===== config.mk =====
export PLATFORM = sky130hd
export DESIGN_NAME = edubos5_lsu
export DESIGN_NICKNAME = d
export VERILOG_FILES = /design/src/rtl/edubos5_pkg.sv /design/src/rtl/edubos5_lsu_align.sv /design/src/rtl/edubos5_lsu.sv
export SDC_FILE = /design/constraint.sdc
export NUM_CORES = 1
export LEC_CHECK = 0
export BUFFER_PORTS_ARGS = -buffer_cell sky130_fd_sc_hd__buf_4
export CORE_ASPECT_RATIO = 0.7
export CORE_UTILIZATION = 40
export DETAILED_ROUTE_END_ITERATION = 7
export PLACE_DENSITY = 0.7
export SKIP_CTS_REPAIR_TIMING = 1
export SLEW_MARGIN = 20
export SYNTH_ARGS = -nofsm -noshare
export SYNTH_HDL_FRONTEND = slang
export SYNTH_SLANG_ARGS = --single-unit

===== constraint.sdc =====
create_clock -name clk -period 10.9 [get_ports clk]
set_input_delay 2.18 -clock clk [delete_from_list [all_inputs] [get_ports clk]]
set_output_delay 2.18 -clock clk [all_outputs]
set_load 0.03 [all_outputs]

===== src/rtl/edubos5_pkg.sv =====
// rtl/edubos5_pkg.sv - shared types and decode helpers for the edubos5 load/store unit
package edubos5_pkg;

  typedef logic [31:0] cpu_addr_t;

  typedef enum logic [3:0] {
    WE_NONE   = 4'b0000,
    BYTE1     = 4'b0001,
    HALFWORD1 = 4'b0011,
    HALFWORD2 = 4'b1100,
    WORD      = 4'b1111
  } we_bs_t;

  typedef enum logic [2:0] {
    F3_LB  = 3'b000,
    F3_LH  = 3'b001,
    F3_LW  = 3'b010,
    F3_LBU = 3'b100,
    F3_LHU = 3'b101
  } funct3_load_t;

  typedef enum logic [2:0] {
    F3_SB = 3'b000,
    F3_SH = 3'b001,
    F3_SW = 3'b010
  } funct3_store_t;

  typedef enum logic [1:0] {
    LSU_OK       = 2'b00,
    LSU_MISALIGN = 2'b01,
    LSU_TIMEOUT  = 2'b10,
    LSU_ILLEGAL  = 2'b11
  } lsu_err_t;

  typedef enum logic [1:0] {
    ST_IDLE   = 2'b00,
    ST_ACCESS = 2'b01,
    ST_RESP   = 2'b10
  } lsu_state_t;

  function automatic logic f3_illegal(input logic store, input logic [2:0] f3);
    if (store) return (f3 > 3'b010);
    return (f3 == 3'b011) || (f3 == 3'b110) || (f3 == 3'b111);
  endfunction

  // funct3[1:0] encodes access size for both loads and stores
  function automatic logic f3_misalign(input logic [2:0] f3, input logic [1:0] addr_lo);
    case (f3[1:0])
      2'b01:   return addr_lo[0];
      2'b10:   return addr_lo != 2'b00;
      default: return 1'b0;
    endcase
  endfunction

endpackage


===== src/rtl/edubos5_lsu_align.sv =====
// rtl/edubos5_lsu_align.sv - store lane steering and load lane select/extension
// Purely combinational; the LSU feeds it request fields or latched fields by state.
module edubos5_lsu_align
  import edubos5_pkg::*;
(
  input  logic [2:0]  funct3,
  input  logic [1:0]  addr_lo,
  input  logic [31:0] wdata,
  input  logic [31:0] rdata,
  output logic [3:0]  we,
  output logic [31:0] wdata_lanes,
  output logic [31:0] rdata_ext
);

  logic [7:0]  byte_lane;
  logic [15:0] half_lane;

  always_comb begin
    case (addr_lo)
      2'b00:   byte_lane = rdata[7:0];
      2'b01:   byte_lane = rdata[15:8];
      2'b10:   byte_lane = rdata[23:16];
      default: byte_lane = rdata[31:24];
    endcase
    half_lane = addr_lo[1] ? rdata[31:16] : rdata[15:0];
  end

  always_comb begin
    we          = WE_NONE;
    wdata_lanes = wdata;
    case (funct3)
      F3_SB: begin
        we          = 4'(BYTE1) << addr_lo;
        wdata_lanes = {4{wdata[7:0]}};
      end
      F3_SH: begin
        we          = addr_lo[1] ? HALFWORD2 : HALFWORD1;
        wdata_lanes = {2{wdata[15:0]}};
      end
      F3_SW:   we = WORD;
      default: we = WE_NONE;
    endcase
  end

  always_comb begin
    case (funct3)
      F3_LB:   rdata_ext = {{24{byte_lane[7]}}, byte_lane};
      F3_LBU:  rdata_ext = {24'h0, byte_lane};
      F3_LH:   rdata_ext = {{16{half_lane[15]}}, half_lane};
      F3_LHU:  rdata_ext = {16'h0, half_lane};
      F3_LW:   rdata_ext = rdata;
      default: rdata_ext = 32'h0;
    endcase
  end

endmodule


===== src/rtl/edubos5_lsu.sv =====
// rtl/edubos5_lsu.sv - single-outstanding load/store unit with bus wait timeout
// Decode errors respond without touching the bus; bus accesses end on ack or timeout.
module edubos5_lsu
  import edubos5_pkg::*;
#(
  parameter int TIMEOUT_CYC = 16,
  parameter int CNT_W       = 5
) (
  input  logic        clk,
  input  logic        arst,
  input  logic        req_valid,
  output logic        req_ready,
  input  logic        req_store,
  input  logic [2:0]  req_funct3,
  input  logic [31:0] req_addr,
  input  logic [31:0] req_wdata,
  output logic        rsp_valid,
  output logic [31:0] rsp_rdata,
  output logic [1:0]  rsp_err,
  output logic [31:0] bus_addr,
  output logic        bus_rd,
  output logic [3:0]  bus_we,
  output logic [31:0] bus_wdata,
  input  logic        bus_ack,
  input  logic [31:0] bus_rdata
);

  localparam logic [CNT_W-1:0] CNT_LAST = CNT_W'((TIMEOUT_CYC > 0) ? TIMEOUT_CYC - 1 : 0);

  lsu_state_t       state_q, state_d;
  cpu_addr_t        bus_addr_q, bus_addr_d;
  logic             bus_rd_q, bus_rd_d;
  logic [3:0]       bus_we_q, bus_we_d;
  logic [31:0]      bus_wdata_q, bus_wdata_d;
  logic [2:0]       funct3_q, funct3_d;
  logic [1:0]       addr_lo_q, addr_lo_d;
  logic [CNT_W-1:0] cnt_q, cnt_d;
  logic             rsp_valid_q, rsp_valid_d;
  logic [31:0]      rsp_rdata_q, rsp_rdata_d;
  lsu_err_t         rsp_err_q, rsp_err_d;

  logic [2:0]  al_funct3;
  logic [1:0]  al_addr_lo;
  logic [3:0]  al_we;
  logic [31:0] al_wdata;
  logic [31:0] al_rdata;

  // In IDLE the aligner steers the incoming store; in ACCESS it extends the load reply.
  assign al_funct3  = (state_q == ST_IDLE) ? req_funct3    : funct3_q;
  assign al_addr_lo = (state_q == ST_IDLE) ? req_addr[1:0] : addr_lo_q;

  edubos5_lsu_align u_align (
    .funct3      (al_funct3),
    .addr_lo     (al_addr_lo),
    .wdata       (req_wdata),
    .rdata       (bus_rdata),
    .we          (al_we),
    .wdata_lanes (al_wdata),
    .rdata_ext   (al_rdata)
  );

  always_comb begin
    state_d     = state_q;
    bus_addr_d  = bus_addr_q;
    bus_rd_d    = bus_rd_q;
    bus_we_d    = bus_we_q;
    bus_wdata_d = bus_wdata_q;
    funct3_d    = funct3_q;
    addr_lo_d   = addr_lo_q;
    cnt_d       = cnt_q;
    rsp_valid_d = 1'b0;
    rsp_rdata_d = 32'h0;
    rsp_err_d   = LSU_OK;

    case (state_q)
      ST_IDLE: begin
        if (req_valid) begin
          if (f3_illegal(req_store, req_funct3)) begin
            state_d     = ST_RESP;
            rsp_valid_d = 1'b1;
            rsp_err_d   = LSU_ILLEGAL;
          end else if (f3_misalign(req_funct3, req_addr[1:0])) begin
            state_d     = ST_RESP;
            rsp_valid_d = 1'b1;
            rsp_err_d   = LSU_MISALIGN;
          end else begin
            state_d     = ST_ACCESS;
            bus_addr_d  = {req_addr[31:2], 2'b00};
            bus_rd_d    = ~req_store;
            bus_we_d    = req_store ? al_we : 4'h0;
            bus_wdata_d = req_store ? al_wdata : 32'h0;
            funct3_d    = req_funct3;
            addr_lo_d   = req_addr[1:0];
            cnt_d       = '0;
          end
        end
      end

      ST_ACCESS: begin
        if (bus_ack || (TIMEOUT_CYC > 0 && cnt_q == CNT_LAST)) begin
          state_d     = ST_RESP;
          bus_addr_d  = 32'h0;
          bus_rd_d    = 1'b0;
          bus_we_d    = 4'h0;
          bus_wdata_d = 32'h0;
          rsp_valid_d = 1'b1;
          rsp_err_d   = bus_ack ? LSU_OK : LSU_TIMEOUT;
          rsp_rdata_d = (bus_ack && bus_rd_q) ? al_rdata : 32'h0;
        end else begin
          cnt_d = cnt_q + 1'b1;
        end
      end

      default: state_d = ST_IDLE;
    endcase
  end

  always_ff @(posedge clk or posedge arst) begin
    if (arst) begin
      state_q     <= ST_IDLE;
      bus_addr_q  <= 32'h0;
      bus_rd_q    <= 1'b0;
      bus_we_q    <= 4'h0;
      bus_wdata_q <= 32'h0;
      funct3_q    <= 3'b000;
      addr_lo_q   <= 2'b00;
      cnt_q       <= '0;
      rsp_valid_q <= 1'b0;
      rsp_rdata_q <= 32'h0;
      rsp_err_q   <= LSU_OK;
    end else begin
      state_q     <= state_d;
      bus_addr_q  <= bus_addr_d;
      bus_rd_q    <= bus_rd_d;
      bus_we_q    <= bus_we_d;
      bus_wdata_q <= bus_wdata_d;
      funct3_q    <= funct3_d;
      addr_lo_q   <= addr_lo_d;
      cnt_q       <= cnt_d;
      rsp_valid_q <= rsp_valid_d;
      rsp_rdata_q <= rsp_rdata_d;
      rsp_err_q   <= rsp_err_d;
    end
  end

  assign req_ready = (state_q == ST_IDLE);
  assign rsp_valid = rsp_valid_q;
  assign rsp_rdata = rsp_rdata_q;
  assign rsp_err   = rsp_err_q;
  assign bus_addr  = bus_addr_q;
  assign bus_rd    = bus_rd_q;
  assign bus_we    = bus_we_q;
  assign bus_wdata = bus_wdata_q;

endmodule


==> results.toml, run 1 <==
[synthesis]
syn_area_um2 = 5355
synth_edf_count = 0
synth.largest_area_cell = "dfrtp_1"
synth_seq_area_share_pct = 53.27
yosysTopAreaCellShare_pct = 53.27
synthFlopType = "dfrtp_1"
synth_area_leaders = "dfrtp_1, nand3_1, nand2_1"
postSynthCellCount = 537
syn_area_per_cell_um2 = 9.972
ys_ff_latch = 114
ys.warnings.count = 0
async_reset_ff_share_pct = 100.0
synth_cell_types = 54

[clocking]
cts_htree_levels = 4
numClockSinks = 114
clk_pin_slew_ns = 0.05
clockBufferDepth = 2
clk_latency_ns = 0.41
cts-root-buf = "clkbuf_16"
cts_tree = "built"
cts_buffers = 17

[finish]
final_cell_mix = "buf_4, dfrtp_1, nand2_1"
nNetsFinal = 841
syn2layout_area_growth_pct = 40.98
drive_above_1_share_pct = 35.22
final_common_cell = "buf_4"
antennaDiodeCount = 0

[setup_path]
cp-end-kind = "flip-flop"
cp_data_arrival_time_ns = 4.42
rr_startpoint = "state_q[0]$_DFFE_PP0P_"
path_class = "in2reg"
start_kind = "input port"
critPathMaxFanout = 16
crit_start = "req_addr[1]"
worstPathRequired_ns = 11.14

[timing]
setup_viol = 0
slew_headroom_pct = 34.95
drv_slew = 0
fin_skew_ns = 0.01035
finalHoldViolCount = 0
period_share_pct = 38.36
worst_slew_pin_slew_ns = 0.9692
rsz0062_at_grt = "false"
tns_ns = 0
fmax_ghz = 0.2391
min_period_ns = 4.182

[outcome]
status = "complete, no violations"

[min_path]
hp-class = "reg2reg"
hp-start = "bus_addr[18]$_DFFE_PP0P_"

[routing]
route.detailed.drc = 0
vias = 5064
viasPerCell = 5.589
drt_iter0_drc = 436
drtAntennaViolNets = 0
wl_mm = 16.84
firstDrtPassIters = 5
avgRoutedWirePerCell_um = 18.59

[global_route]
antenna_found_initial = 0
grt_pass1_wl_mm = 26.70
gr-total-overflow = 0
grt_pass1_vias = 5001
track_usage_pct = 24.92
grt_max_degree = 68

[floorplan]
num_rows = 34
fp.dieArea_um2 = 13860
fp.dieH_um = 98.81
fp.coreArea_um2 = 12720
pin_count = 209
die_width_um = 140.3
start_util_pct = 42.10

[power]
power_density_nw_per_um2 = 259.1
p_leak_nw = 3.831
finalPower_w = 0.001956
vdd_drop_max_mv = 0.1270

[placed_design]
gp_congestion = 0.9165
numPortBuffers = 206
hpwl_mm = 12.14

[job]
drv_cap = 0
registers in the layout, indices dropped and copies added, names as in the netlist:
register / cells
bus_addr: 30
addr_lo_q: 2
rsp_valid: 1
rsp_err: 2
bus_rd: 1
funct3_q: 3
rsp_rdata: 32
bus_we: 4
cnt_q: 5
bus_wdata: 32
state_q: 2
metal layers:
| layer | GRT usage (%) | vias up | wire, um |
|---|---|---|---|
| met5 | 0 | - | 0 |
| met3 | 5.977 | 36 | 1306 |
| met2 | 39.08 | 265 | 7800 |
| li1 | - | 2332 | - |
| met4 | 9.298 | 0 | 369 |
| met1 | 33.68 | 2431 | 7365 |
worst max-delay path: stages:
cell and delay [ns]:
buf_4 0.13, or3b_1 0.28, and2_1 0.53, a32oi_1 0.25, o21ai_1 0.81, o21ai_0 0.24
path summary, 6_finish.rpt:
check                                                 end  slack, ns  cells past startpoint
min in group asynchronous        bus_addr[30]$_DFFE_PP0P_       1.85                      2
worst max register to register  bus_wdata[12]$_DFFE_PP0P_       7.84                      6
worst min register to register   bus_addr[18]$_DFFE_PP0P_       0.46                      2
max in group asynchronous       bus_wdata[14]$_DFFE_PP0P_       7.77                      3
worst min-delay path             bus_addr[18]$_DFFE_PP0P_       0.46                      2
worst max-delay path              rsp_rdata[24]$_DFF_PP0_       6.72                      6
synth_stat cells, types with 13 or more instances:
master    number
dfrtp_1      114
nand2_1       75
nand3_1       58
o21ai_0       44
a22o_1        31
nor2_1        25
a21oi_1       19
o21a_1        17
mux2i_1       16
a22oi_1       15
clkbuf_1      15
inv_1         13
power breakdown:
group	internal (W)	total (W)	switching, W	leakage [nW]
Clock	0.000329	0.000518	0.000190	0.272
Combinational	0.000294	0.000816	0.000522	2.04
Sequential	0.000540	0.000622	0.0000814	1.52
cells by family after synthesis:
family	count (synthesis)	synth area share [%]
other	1	0.07003
AO/OA/AOI/OAI	158	20.42
flip-flops	114	53.27
adder cells (fa/ha/maj)	5	1.168
buffers and inverters	49	4.299
multiplexers	23	4.509
AND/OR/NAND/NOR	186	16.10
XOR/XNOR	1	0.1636
final cells by class:
type | instances | area, um^2
clock buffers | 22 | 474.2
fillers | 1077 | 5170
multi-input cells | 375 | 2306
inverters | 14 | 55.05
flip-flops and latches | 114 | 2853
clock inverters | 9 | 82.58
well taps | 162 | 202.7
repair buffers | 210 | 1577
stage by stage:
step	instance area, um^2	setup slack [ns]	instances	hold WS (ns)	utilization, %
final	7550	6.718	906	0.4637	59.35
after CTS	7541	6.817	906	0.4684	59.29
after global placement	6983	6.117	875	0.4540	54.90
after detailed placement	6984	6.378	875	0.4568	54.91
after global routing	7550	6.553	906	0.4853	59.35
after floorplan	5359	5.704	538	0.4914	-
Power figures use the tool's default switching activity.
==> run 2: changes to the inputs <==
--- a/config.mk
+++ b/config.mk
@@ -9,7 +9,7 @@
 export CORE_ASPECT_RATIO = 0.7
 export CORE_UTILIZATION = 40
 export DETAILED_ROUTE_END_ITERATION = 7
-export PLACE_DENSITY = 0.7
+export PLACE_DENSITY = 0.72
 export SKIP_CTS_REPAIR_TIMING = 1
 export SLEW_MARGIN = 20
 export SYNTH_ARGS = -nofsm -noshare
==> constraint.sdc (replaced) <==
create_clock -name clk -period 3.7 [get_ports clk]
set_input_delay 0.74 -clock clk [delete_from_list [all_inputs] [get_ports clk]]
set_output_delay 0.74 -clock clk [all_outputs]
set_load 0.03 [all_outputs]
==> results.toml, run 2 (synthesized netlist as in run 1, its figures left out) <==
[routing]
avgRoutedWirePerCell_um = 18.67
wl_mm = 17.05
drt_iter0_drc = 390
wl_met1_mm = 7.403
highest-signal-layer = "met4"
wl_met3_mm = 1.352
drtAntennaViolNets = 0
route.detailed.drc = 0
firstDrtPassIters = 5
route.met2.wl_mm = 7.857
viasPerCell = 5.630
vias = 5140

[timing]
fin_skew_ns = 0.007936
worst_slew_pin_slew_ns = 0.9445
finalHoldViolCount = 0
finalHoldWorstSlack_ns = 0.3636
tns_ns = 0
slew_headroom_pct = 36.66
min_period_ns = 2.946
drv_slew = 0
fmax_ghz = 0.3394
setup_viol = 0
finalWorstSetupSlack_ns = 0.7535
period_share_pct = 79.63
rsz0062_at_grt = "false"

[placed_design]
numPortBuffers = 206
place_ws_ns = 0.8297
gp_congestion = 0.9032
hpwl_mm = 12.54
place_inst = 882

[finish]
multi_input_area_um2 = 2301
drive_above_1_share_pct = 35.69
final_cell_mix = "buf_4, dfrtp_1, nand2_1"
antennaDiodeCount = 0
syn2layout_area_growth_pct = 43.36
fin_cells = 913
final_common_cell = "buf_4"
seq_area_um2 = 2853
nNetsFinal = 848
fillers = 1079

[floorplan]
die_width_um = 140.3
pin_count = 209
fp.coreArea_um2 = 12720
num_rows = 34
start_util_pct = 42.10
fp.dieArea_um2 = 13860
fp.dieH_um = 98.81

[power]
power_density_nw_per_um2 = 776.3
finalPower_w = 0.005960
sw_frac_of_total_pct = 39.35
switchingPower_w = 0.002345
p_int_w = 0.003614
power.share.sequential_pct = 30.8
p_comb_share_pct = 40.5
vdd_drop_max_mv = 0.4382
p_leak_nw = 3.898
clkPwrFrac_pct = 28.7

[setup_path]
path_cells = "or2_2 > inv_2 > o31ai_2 > a22o_1 > a22oi_1 > a21oi_1"
rrSetupSlack_ns = 0.75
worstPathRequired_ns = 4.00
path_class = "reg2reg"
cp_data_arrival_time_ns = 3.24
slowest_delay_ns = 0.77
critPathMaxFanout = 17
path_buf_inv = 1
start_kind = "flip-flop"
cp_top_family = "compound AO/OA/AOI/OAI gates"
cp-end-kind = "flip-flop"
cp_slowest_cell = "o31ai_2"

[global_route]
antenna_found_initial = 0
track_usage_pct = 25.51
grt_max_degree = 67
grt_pass1_vias = 5052
gr-total-overflow = 0
grt_pass1_wl_mm = 27.25

[clocking]
cts_buffers = 17
cts_tree = "built"
clk_latency_ns = 0.41
cts_htree_levels = 4
clk_pin_slew_ns = 0.05
clockBufferDepth = 2
cts-root-buf = "clkbuf_16"
numClockSinks = 114

[min_path]
hp-class = "in2async"

[job]
drv_cap = 0

[outcome]
status = "complete, no violations"
## run 2: power by group through the flow
stage                     Sequential (W)  Combinational, W  Clock [W]
after detailed placement         0.00185           0.00241          0
after global placement           0.00184           0.00235          0
after floorplan                  0.00240          0.000961          0
after global routing             0.00188           0.00258    0.00180
final                            0.00183           0.00241    0.00171
after CTS                        0.00184           0.00241    0.00174
## run 2: final timing paths
check                                             start                        to  cells after the start
worst max-delay path             state_q[0]$_DFFE_PP0P_    rsp_rdata[6]$_DFF_PP0_                      6
worst min-delay path                               arst  bus_addr[21]$_DFFE_PP0P_                      2
worst max register to register   state_q[0]$_DFFE_PP0P_    rsp_rdata[6]$_DFF_PP0_                      6
worst min register to register  bus_addr[2]$_DFFE_PP0P_   bus_addr[2]$_DFFE_PP0P_                      2
max in group asynchronous                          arst  addr_lo_q[1]$_DFFE_PP0P_                      3
min in group clk                bus_addr[2]$_DFFE_PP0P_   bus_addr[2]$_DFFE_PP0P_                      2
## run 2: cell type report
class	count	share of cell area [%]
timing repair buffer	217	21.38
clock inverter	8	1.630
multi-input combinational	375	29.97
inverter	14	0.7334
tap	162	2.640
clock buffer	23	6.486
sequential	114	37.16
## run 2: per-layer routing
metal	vias up	global-route usage, %
li1	2336	-
met1	2499	34.25
met2	264	39.19
met3	41	7.046
met4	0	10.31
met5	-	0
## run 2: stage by stage
step	cell area (um^2)	util, %
after floorplan	5363	-
after global placement	7049	55.42
after detailed placement	7049	55.42
after CTS	7672	60.32
after global routing	7677	60.36
final	7677	60.36
## run 2: worst register-to-register path, delay by kind of cell, from the launching register on
family / cells / cell delay, ns
buffers and inverters: 1 / 0.10
DFF: 1 / 0.61
and+or+nand+nor: 1 / 0.26
AOI/OAI and AO/OA: 4 / 1.88
